File: src/rtl/lbus_dma_ctl.sv
// Local data bus controller for DMA writes into local memory. Counted
// address/data-present timing, a write buffer, and wait-state insertion when full.
module lbus_dma_ctl #(
    parameter int DATA_W    = 16,
    parameter int BUF_DEPTH = 4,
    parameter int APR_DLY   = 3,
    parameter int DAP_DLY   = 2
) (
    input  logic                         sysclk,
    input  logic                         sys_rst_n,
    input  logic                         test,
    input  logic                         bgnt_n,
    input  logic                         cgnt_n,
    input  logic                         gnt_n,
    input  logic                         ebus_n,
    input  logic                         bapr_n,
    input  logic                         bdap_n,
    input  logic                         mwrite_n,
    input  logic [DATA_W-1:0]            bus_data,
    output logic                         ebd_n,
    output logic                         ebadr,
    output logic                         clkbd,
    output logic                         bact_n,
    output logic                         dbapr,
    output logic                         bwait_n,
    output logic                         mem_wr_valid,
    output logic [DATA_W-1:0]            mem_wr_data,
    input  logic                         mem_wr_ready,
    output logic [$clog2(BUF_DEPTH):0]   buf_count,
    output logic                         buf_ovf
);

    localparam int PW  = $clog2(BUF_DEPTH);
    localparam int CW  = PW + 1;
    localparam int DCW = $clog2(DAP_DLY + 1);

    typedef enum logic [2:0] {
        IDLE, ADDR, DWAIT, STALL, CLK, HOLD, RHOLD
    } state_e;

    state_e              state_q, state_d;
    logic [APR_DLY-1:0]  apr_pipe_q;
    logic [DCW-1:0]      dap_cnt_q, dap_cnt_d;
    logic                ebd_n_q, ebd_n_d;
    logic                ebadr_q, ebadr_d;
    logic                clkbd_q, clkbd_d;
    logic                bact_n_q, bact_n_d;
    logic                bwait_n_q, bwait_n_d;
    logic [DATA_W-1:0]   mem_q [BUF_DEPTH];
    logic [PW-1:0]       wr_ptr_q, wr_ptr_d, rd_ptr_q, rd_ptr_d;
    logic [CW-1:0]       count_q, count_d;
    logic                ovf_q, ovf_d;
    logic                buf_full, dap_hit, push, pop, push_ok;

    // Address-present delay line; dbapr is the oldest tap.
    always_ff @(posedge sysclk or negedge sys_rst_n) begin
        if (!sys_rst_n) begin
            apr_pipe_q <= '0;
        end else begin
            apr_pipe_q[0] <= ~bapr_n;
            for (int i = 1; i < APR_DLY; i++) apr_pipe_q[i] <= apr_pipe_q[i-1];
        end
    end

    assign dbapr    = apr_pipe_q[APR_DLY-1];
    assign buf_full = (count_q == CW'(BUF_DEPTH));

    // The data-present count starts in ADDR so the cycle before DWAIT counts.
    always_comb begin
        dap_cnt_d = '0;
        if ((state_q == ADDR || state_q == DWAIT) && !bdap_n)
            dap_cnt_d = (dap_cnt_q == DCW'(DAP_DLY)) ? dap_cnt_q : dap_cnt_q + DCW'(1);
    end

    assign dap_hit = !bdap_n && (dap_cnt_q >= DCW'(DAP_DLY - 1));

    // State and registered outputs.
    always_ff @(posedge sysclk or negedge sys_rst_n) begin
        if (!sys_rst_n) begin
            state_q   <= IDLE;
            dap_cnt_q <= '0;
            ebd_n_q   <= 1'b1;
            ebadr_q   <= 1'b0;
            clkbd_q   <= 1'b0;
            bact_n_q  <= 1'b1;
            bwait_n_q <= 1'b1;
        end else begin
            state_q   <= state_d;
            dap_cnt_q <= dap_cnt_d;
            ebd_n_q   <= ebd_n_d;
            ebadr_q   <= ebadr_d;
            clkbd_q   <= clkbd_d;
            bact_n_q  <= bact_n_d;
            bwait_n_q <= bwait_n_d;
        end
    end

    always_comb begin
        state_d = state_q;
        case (state_q)
            IDLE:    if (!bgnt_n && dbapr) state_d = ADDR;
            ADDR:    state_d = mwrite_n ? RHOLD : DWAIT;
            DWAIT:   if (dap_hit) state_d = buf_full ? STALL : CLK;
            STALL:   if (!buf_full) state_d = CLK;
            CLK:     state_d = HOLD;
            HOLD,
            RHOLD:   if (bdap_n && !dbapr) state_d = IDLE;
            default: state_d = IDLE;
        endcase
        if (state_q != IDLE && bgnt_n) state_d = IDLE;
        if (test) state_d = IDLE;
    end

    // Enables follow the next state so they line up with the state they belong to.
    always_comb begin
        ebadr_d   = (state_d != IDLE);
        bact_n_d  = (state_d == IDLE);
        clkbd_d   = (state_d == CLK);
        bwait_n_d = (state_d != STALL);
        if (test)
            ebd_n_d = 1'b1;
        else if (clkbd_q)
            ebd_n_d = ebd_n_q;
        else
            ebd_n_d = ~(~ebus_n & ((cgnt_n & gnt_n) | ~bgnt_n | ~bact_n_q));
    end

    assign ebd_n   = ebd_n_q;
    assign ebadr   = ebadr_q;
    assign clkbd   = clkbd_q;
    assign bact_n  = bact_n_q;
    assign bwait_n = bwait_n_q;

    // Write buffer. A push from CLK fires even if the grant drops in that cycle.
    assign push    = (state_q == CLK);
    assign pop     = mem_wr_valid && mem_wr_ready;
    assign push_ok = push && (!buf_full || pop);

    always_comb begin
        wr_ptr_d = push_ok ? wr_ptr_q + PW'(1) : wr_ptr_q;
        rd_ptr_d = pop ? rd_ptr_q + PW'(1) : rd_ptr_q;
        count_d  = count_q;
        case ({push_ok, pop})
            2'b10:   count_d = count_q + CW'(1);
            2'b01:   count_d = count_q - CW'(1);
            default: count_d = count_q;
        endcase
        ovf_d = ovf_q | (push && buf_full && !pop);
    end

    always_ff @(posedge sysclk or negedge sys_rst_n) begin
        if (!sys_rst_n) begin
            wr_ptr_q <= '0;
            rd_ptr_q <= '0;
            count_q  <= '0;
            ovf_q    <= 1'b0;
        end else begin
            wr_ptr_q <= wr_ptr_d;
            rd_ptr_q <= rd_ptr_d;
            count_q  <= count_d;
            ovf_q    <= ovf_d;
        end
    end

    always_ff @(posedge sysclk) begin
        if (push_ok) mem_q[wr_ptr_q] <= bus_data;
    end

    assign mem_wr_valid = (count_q != '0);
    assign mem_wr_data  = mem_q[rd_ptr_q];
    assign buf_count    = count_q;
    assign buf_ovf      = ovf_q;

endmodule

File: config.mk
export PLATFORM = sky130hd
export DESIGN_NAME = lbus_dma_ctl
export DESIGN_NICKNAME = d
export VERILOG_FILES = /design/src/rtl/lbus_dma_ctl.sv
export SDC_FILE = /design/constraint.sdc
export NUM_CORES = 1
export LEC_CHECK = 0
export BUFFER_PORTS_ARGS = -buffer_cell sky130_fd_sc_hd__buf_2
export CAP_MARGIN = 40
export CORE_MARGIN = 5
export CORE_UTILIZATION = 30
export DETAILED_ROUTE_END_ITERATION = 7
export GPL_TIMING_DRIVEN = 1
export PLACE_DENSITY_LB_ADDON = 0.12
export SYNTH_ARGS = -nofsm -noshare
export SYNTH_HDL_FRONTEND = slang
export SYNTH_SLANG_ARGS = --single-unit
File: constraint.sdc
create_clock -name sysclk -period 2.7 [get_ports sysclk]
set_input_delay 0.135 -clock sysclk [delete_from_list [all_inputs] [get_ports sysclk]]
set_output_delay 0.135 -clock sysclk [all_outputs]
set_load 0.01 [all_outputs]
Yosys cells after proc, flatten, opt, wreduce, memory -nomap -nowiden
Memories as Yosys holds them, arrays and structs flattened.
Index checks and enable logic that the tools add are counted.
{"block": "word_totals", "output_inout_bits": 27, "elab_cells": 82, "romBits": 0, "memories": 1, "regBits": 21, "ramBits": 64, "latch_bits": 0}
{"block": "classes", "addsub": 5, "bitwise_logic": 10, "eq_ne": 14, "magnitude_cmp": 1, "n_mul": 0, "n_reduce_logical": 23, "div_mod_pow": 0, "shift": 0, "mux": 16}
{"name": "mem_q", "words": 4, "width": 16, "read_ports": 1, "rd_clocked_by_memory_dff": 0, "wr": 1, "line_no": "49", "rtl": "logic [DATA_W-1:0] mem_q [BUF_DEPTH];"}
{"cell": "$mux W3", "count": 8}
{"cell": "$pmux W3 S6", "count": 1}
{"cell": "$eq A3 B3 Y1 const B", "count": 5}
{"cell": "$logic_and A1 B1 Y1", "count": 9}
{"cell": "$reduce_bool A3 Y1", "count": 3}
{"cell": "$add A2 B1 Y2 const B", "count": 3}
{"cell": "$eq A3 B2 Y1 const B", "count": 2}
{"cell": "$logic_not A3 Y1", "count": 2}
{"cell": "$pmux W3 S2", "count": 1}
{"cell": "$logic_not A1 Y1", "count": 5}
{"cell": "$not A1 Y1", "count": 5}
{"cell": "$eq A2 B2 Y1 const B", "count": 2}
{"cell": "$mux W1", "count": 4}
{"cell": "$mux W2", "count": 2}
{"cell": "$ne A2 B2 Y1 const B", "count": 2}
{"cell": "$add A3 B1 Y3 const B", "count": 1}
{"cell": "$eq A3 B1 Y1 const B", "count": 1}
{"cell": "$ne A3 B2 Y1 const B", "count": 1}
{"cell": "$or A1 B1 Y1", "count": 3}
{"cell": "$sub A3 B1 Y3 const B", "count": 1}
{"cell": "$and A1 B1 Y1", "count": 2}
{"cell": "$eq A2 B1 Y1 const B", "count": 1}
{"cell": "$ge A2 B1 Y1 const B", "count": 1}
{"cell": "$logic_or A1 B1 Y1", "count": 2}
{"cell": "2 further kinds", "count": 2}

Depth between registers and ports, before layout
{"block": "depth", "ltp_word": 7, "ltp_mapped": 9, "depth_no_buf": 9}

Worst setup path before layout
Ideal clock, no wire load.
{"block": "synth_timing", "path_kind": "reg2reg", "from": "register count_q[1] (netlist: buf_count[1])", "to": "register count_q[2] (netlist: buf_count[2])", "arrival_ns": 1.968, "stages_incl_launch_ff": 10, "synth_period_minus_slack_ns": 2.047, "n_path_buf": 0, "t_required_ns": 2.621, "setup_slack_ns": 0.653, "path_cell_list": "dfrtp_1 nor4b_2 nor4_4 inv_1 ha_1 inv_1 fa_1 xor2_1 nor2_1 xor2_1"}
{"block": "synth_between", "elab_chain_cells": 6, "word_cells_on_any_way": 12}
{"item": "start: declaration", "line_no": "51", "rtl": "logic [CW-1:0] count_q, count_d;"}
{"item": "start signal: assignment", "line_no": "160", "rtl": "count_q <= count_d;"}
{"item": "$eq A3 B3 Y1 / $reduce_bool A3 Y1 (equally long branches)", "line_no": "66, 169"}
{"item": "$logic_not A1 Y1 / $logic_and A1 B1 Y1 (equally long branches)", "line_no": "137, 136"}
{"item": "$logic_or A1 B1 Y1", "line_no": "137", "rtl": "assign push_ok = push && (!buf_full || pop);"}
{"item": "$logic_and A1 B1 Y1", "line_no": "137"}
{"item": "$eq A2 B1 Y1 / $eq A2 B2 Y1 (equally long branches)", "line_no": "143", "rtl": "case ({push_ok, pop})"}
{"item": "$pmux W3 S2 / $reduce_bool A2 Y1 (equally long branches)"}
Parallel ways exist; a longest one is shown, timed or not.
A chain may end at the register's enable or synchronous reset.

Worst setup path after layout
Ends and elaborated chain as after synthesis.

==> qor.yml <==
outcome:
  status: "finished, final reports clean"
timing:
  min_period_ps: 2177
  worstMarginPinSlew_ps: 485.9
  worst_hold_slack_ps: 20.40
  final.setup.worst_slack_ps: 523.1
  max_freq_ghz: 0.4594
  max_slew_margin_pct: 67.61
  fin_worst_skew_ps: 2.479
  timing.final.hold_violations: 0
  rsz0062_at_grt: "no"
  final_max_slew_viol_count: 0
  final-setup-viol-count: 0
  setup_tns_ps: 0
  period_share_pct: 80.63
cells_and_area:
  fillers: 1082
  layout.cells.non_filler: 404
  syn2layout_area_growth_pct: 22.18
  final_cell_area_mm2: 0.004204
  num_antenna_cells: 0
  drive_above_1_share_pct: 39.08
  num-nets-final: 291
floorplan:
  ios: 54
  die_w_um: 117.1
  die_h_um: 117.1
  rows: 39
  core_mm2: 0.01132
  dieArea_mm2: 0.01371
  initial_core_util_pct: 30.39
synthesis:
  synth_edf_count: 64
  ys_seq_elements: 85
  netlist_instances: 188
  syn-num-nets: 223
  syn_avg_cell_area_um2: 18.30
  synthFlopType: "edfxtp_1"
  synth_warnings: 0
  yosysSeqAreaShare_pct: 71.24
  syn_area_mm2: 0.003441
  yosysUniqueCellTypes: 46
  async_flop_share_pct: 24.71
placed_design:
  placedCellCount: 386
  dpl.hpwl_um: 4464
  place_ws_ps: 511.4
  postPlaceCellArea_mm2: 0.003916
  gp_congestion: 0.7343
  portBuffers: 53
global_routing:
  antenna_found_initial: 0
  gr-total-overflow: 0
  grt_max_degree: 22
  grt_pass1_vias: 1951
  grtUsageTotal_pct: 10.06
  grt_pass1_wl_um: 10160
setup_path:
  cp-end-kind: "flip-flop"
  arrival_ps: 2430
  required_ps: 2950
  cp_max_fo: 7
  crit_type: "reg2reg"
  start_kind: "flip-flop"
routing:
  vias: 1809
  dr.first_iter.drc_count: 87
  ant_nets: 0
  drc_errors: 0
  via_per_inst: 4.478
  wl_um: 6354
  dr.pass1.iters: 4
  wl_per_cell_um: 15.73
cts:
  ctsHoldBuffers: 2
  cts_root_buf: "clkbuf_16"
  htreeDepth: 3
  ctsResizeCount: 0
  cts_buffers: 9
  clock_path_buffers: 2
  clock_sinks: 85
  tritoncts: "yes"
  clock_latency_ps: 330
  clkTransAtPathRegs_ps: 60
  post_cts_buffers: 0
power:
  switching_share_pct: 31.04
  switchingPower_mw: 1.279
  p_comb_share_pct: 30.4
  peakVddDrop_uv: 470.2
  internal_power_mw: 2.842
  clkPwrFrac_pct: 26.5
  seq_power_share_pct: 43.1
  leakage_nw: 1.567
  powerDensity_mw_per_mm2: 980.3
flow_run:
  cap_violations: 0
min_path:
  worstHoldPathType: "in2reg"
==> per-stage QoR <==
step,power [mW],util (%)
6_report,4.121,37.14
5_1_grt,4.401,37.14
4_1_cts,4.215,37.14
3_5_place_dp,3.100,34.59
3_3_place_gp,3.094,34.59
2_1_floorplan,2.657,-
==> synth_stat cells, types with 2 or more instances <==
| cell | instances | area share, % |
|---|---|---|
| dfstp_2 | 3 | 2.3 |
| ha_1 | 7 | 2.5 |
| o21ai_1 | 2 | 0.29 |
| edfxtp_1 | 64 | 56 |
| inv_1 | 11 | 1.2 |
| o21ai_0 | 3 | 0.44 |
| dfrtp_1 | 18 | 13 |
| nand2_1 | 3 | 0.33 |
| buf_2 | 5 | 0.73 |
| xor2_1 | 4 | 1.0 |
| a21oi_1 | 2 | 0.29 |
| and2_1 | 4 | 0.73 |
| mux4_2 | 16 | 10 |
| xnor2_1 | 4 | 1.0 |
| nand3_1 | 2 | 0.29 |
| nor2_1 | 7 | 0.76 |
| nor2b_1 | 3 | 0.55 |
| a31oi_1 | 2 | 0.36 |
==> worst paths after layout <==
path                       cells past startpoint  slack [ps]                startpoint                  endpoint
max in group asynchronous                      2        2040                 sys_rst_n          bact_n$_DFF_PN1_
max reg2reg                                    9         520  buf_count[1]$_DFFE_PN0P_  buf_count[2]$_DFFE_PN0P_
min                                            1          20               bus_data[0]     mem_q[2][0]$_DFFE_PP_
max                                            9         520  buf_count[1]$_DFFE_PN0P_  buf_count[2]$_DFFE_PN0P_
min reg2reg                                    0         350   apr_pipe_q[0]$_DFF_PN0_   apr_pipe_q[1]$_DFF_PN0_
min in group asynchronous                      2         300                 sys_rst_n   apr_pipe_q[1]$_DFF_PN0_
==> final cells by class <==
| type | count | area (um2) | area share (%) |
|---|---|---|---|
| tap | 143 | 178.9 | 4.256 |
| clock inverter | 6 | 38.79 | 0.9226 |
| sequential | 85 | 2451 | 58.30 |
| inverter | 12 | 45.04 | 1.071 |
| clock buffer | 10 | 229.0 | 5.446 |
| multi-input combinational | 84 | 908.4 | 21.61 |
| timing repair buffer | 64 | 352.8 | 8.393 |
==> placed cells by master (no fill, tap or decap), types with 4 or more instances in the layout <==
master     Yosys  layout
edfxtp_1      64      64
buf_2          5      53
dfrtp_1       18      18
mux4_2        16      16
inv_1         11      11
clkbuf_16      0       9
buf_4          1       9
nor2_1         7       7
ha_1           7       7
and2_1         4       4
xnor2_1        4       4
xor2_1         4       4
==> sequential cells by signal, summed over array words and instances (netlist names), 2 cells and up <==
signal,count
apr_pipe_q,3
buf_count,3
dap_cnt_q,2
mem_q,64
rd_ptr_q,2
state_q,3
wr_ptr_q,2
==> critical path, cell delays in order, from the launching register on <==
cell	delay (ps)
dfrtp_1	440
nor4b_2	460
nor4_4	110
inv_1	80
ha_1	170
inv_1	60
fa_1	370
xor2_1	150
nor2_1	110
xor2_1	160
==> per-layer routing <==
layer	GRT usage [%]	vias to the layer above	routed length, um
li1	-	856	-
met1	12.68	909	2768
met2	15.93	31	3183
met3	2.365	13	253
met4	5.734	0	148
met5	0	-	0
==> kinds of logic (layout without fill, tap and decap cells) <==
group | Yosys count | count (layout) | synth area share (%)
flip-flops | 85 | 85 | 71.24
AND/OR/NAND/NOR | 30 | 30 | 5.928
AO/OA/AOI/OAI | 19 | 19 | 3.928
buffers and inverters | 19 | 92 | 2.363
multiplexers | 18 | 18 | 11.09
adder cells (fa/ha/maj) | 9 | 9 | 3.418
XOR/XNOR | 8 | 8 | 2.036
==> power groups by stage <==
stage | Clock (mW) | Combinational (mW) | Sequential [mW]
after global routing | 1.19 | 1.41 | 1.80
after CTS | 1.13 | 1.30 | 1.78
after global placement | 0 | 1.29 | 1.80
after detailed placement | 0 | 1.29 | 1.81
final | 1.09 | 1.25 | 1.78
after floorplan | 0 | 0.925 | 1.73
Power figures use the tool's default switching activity.
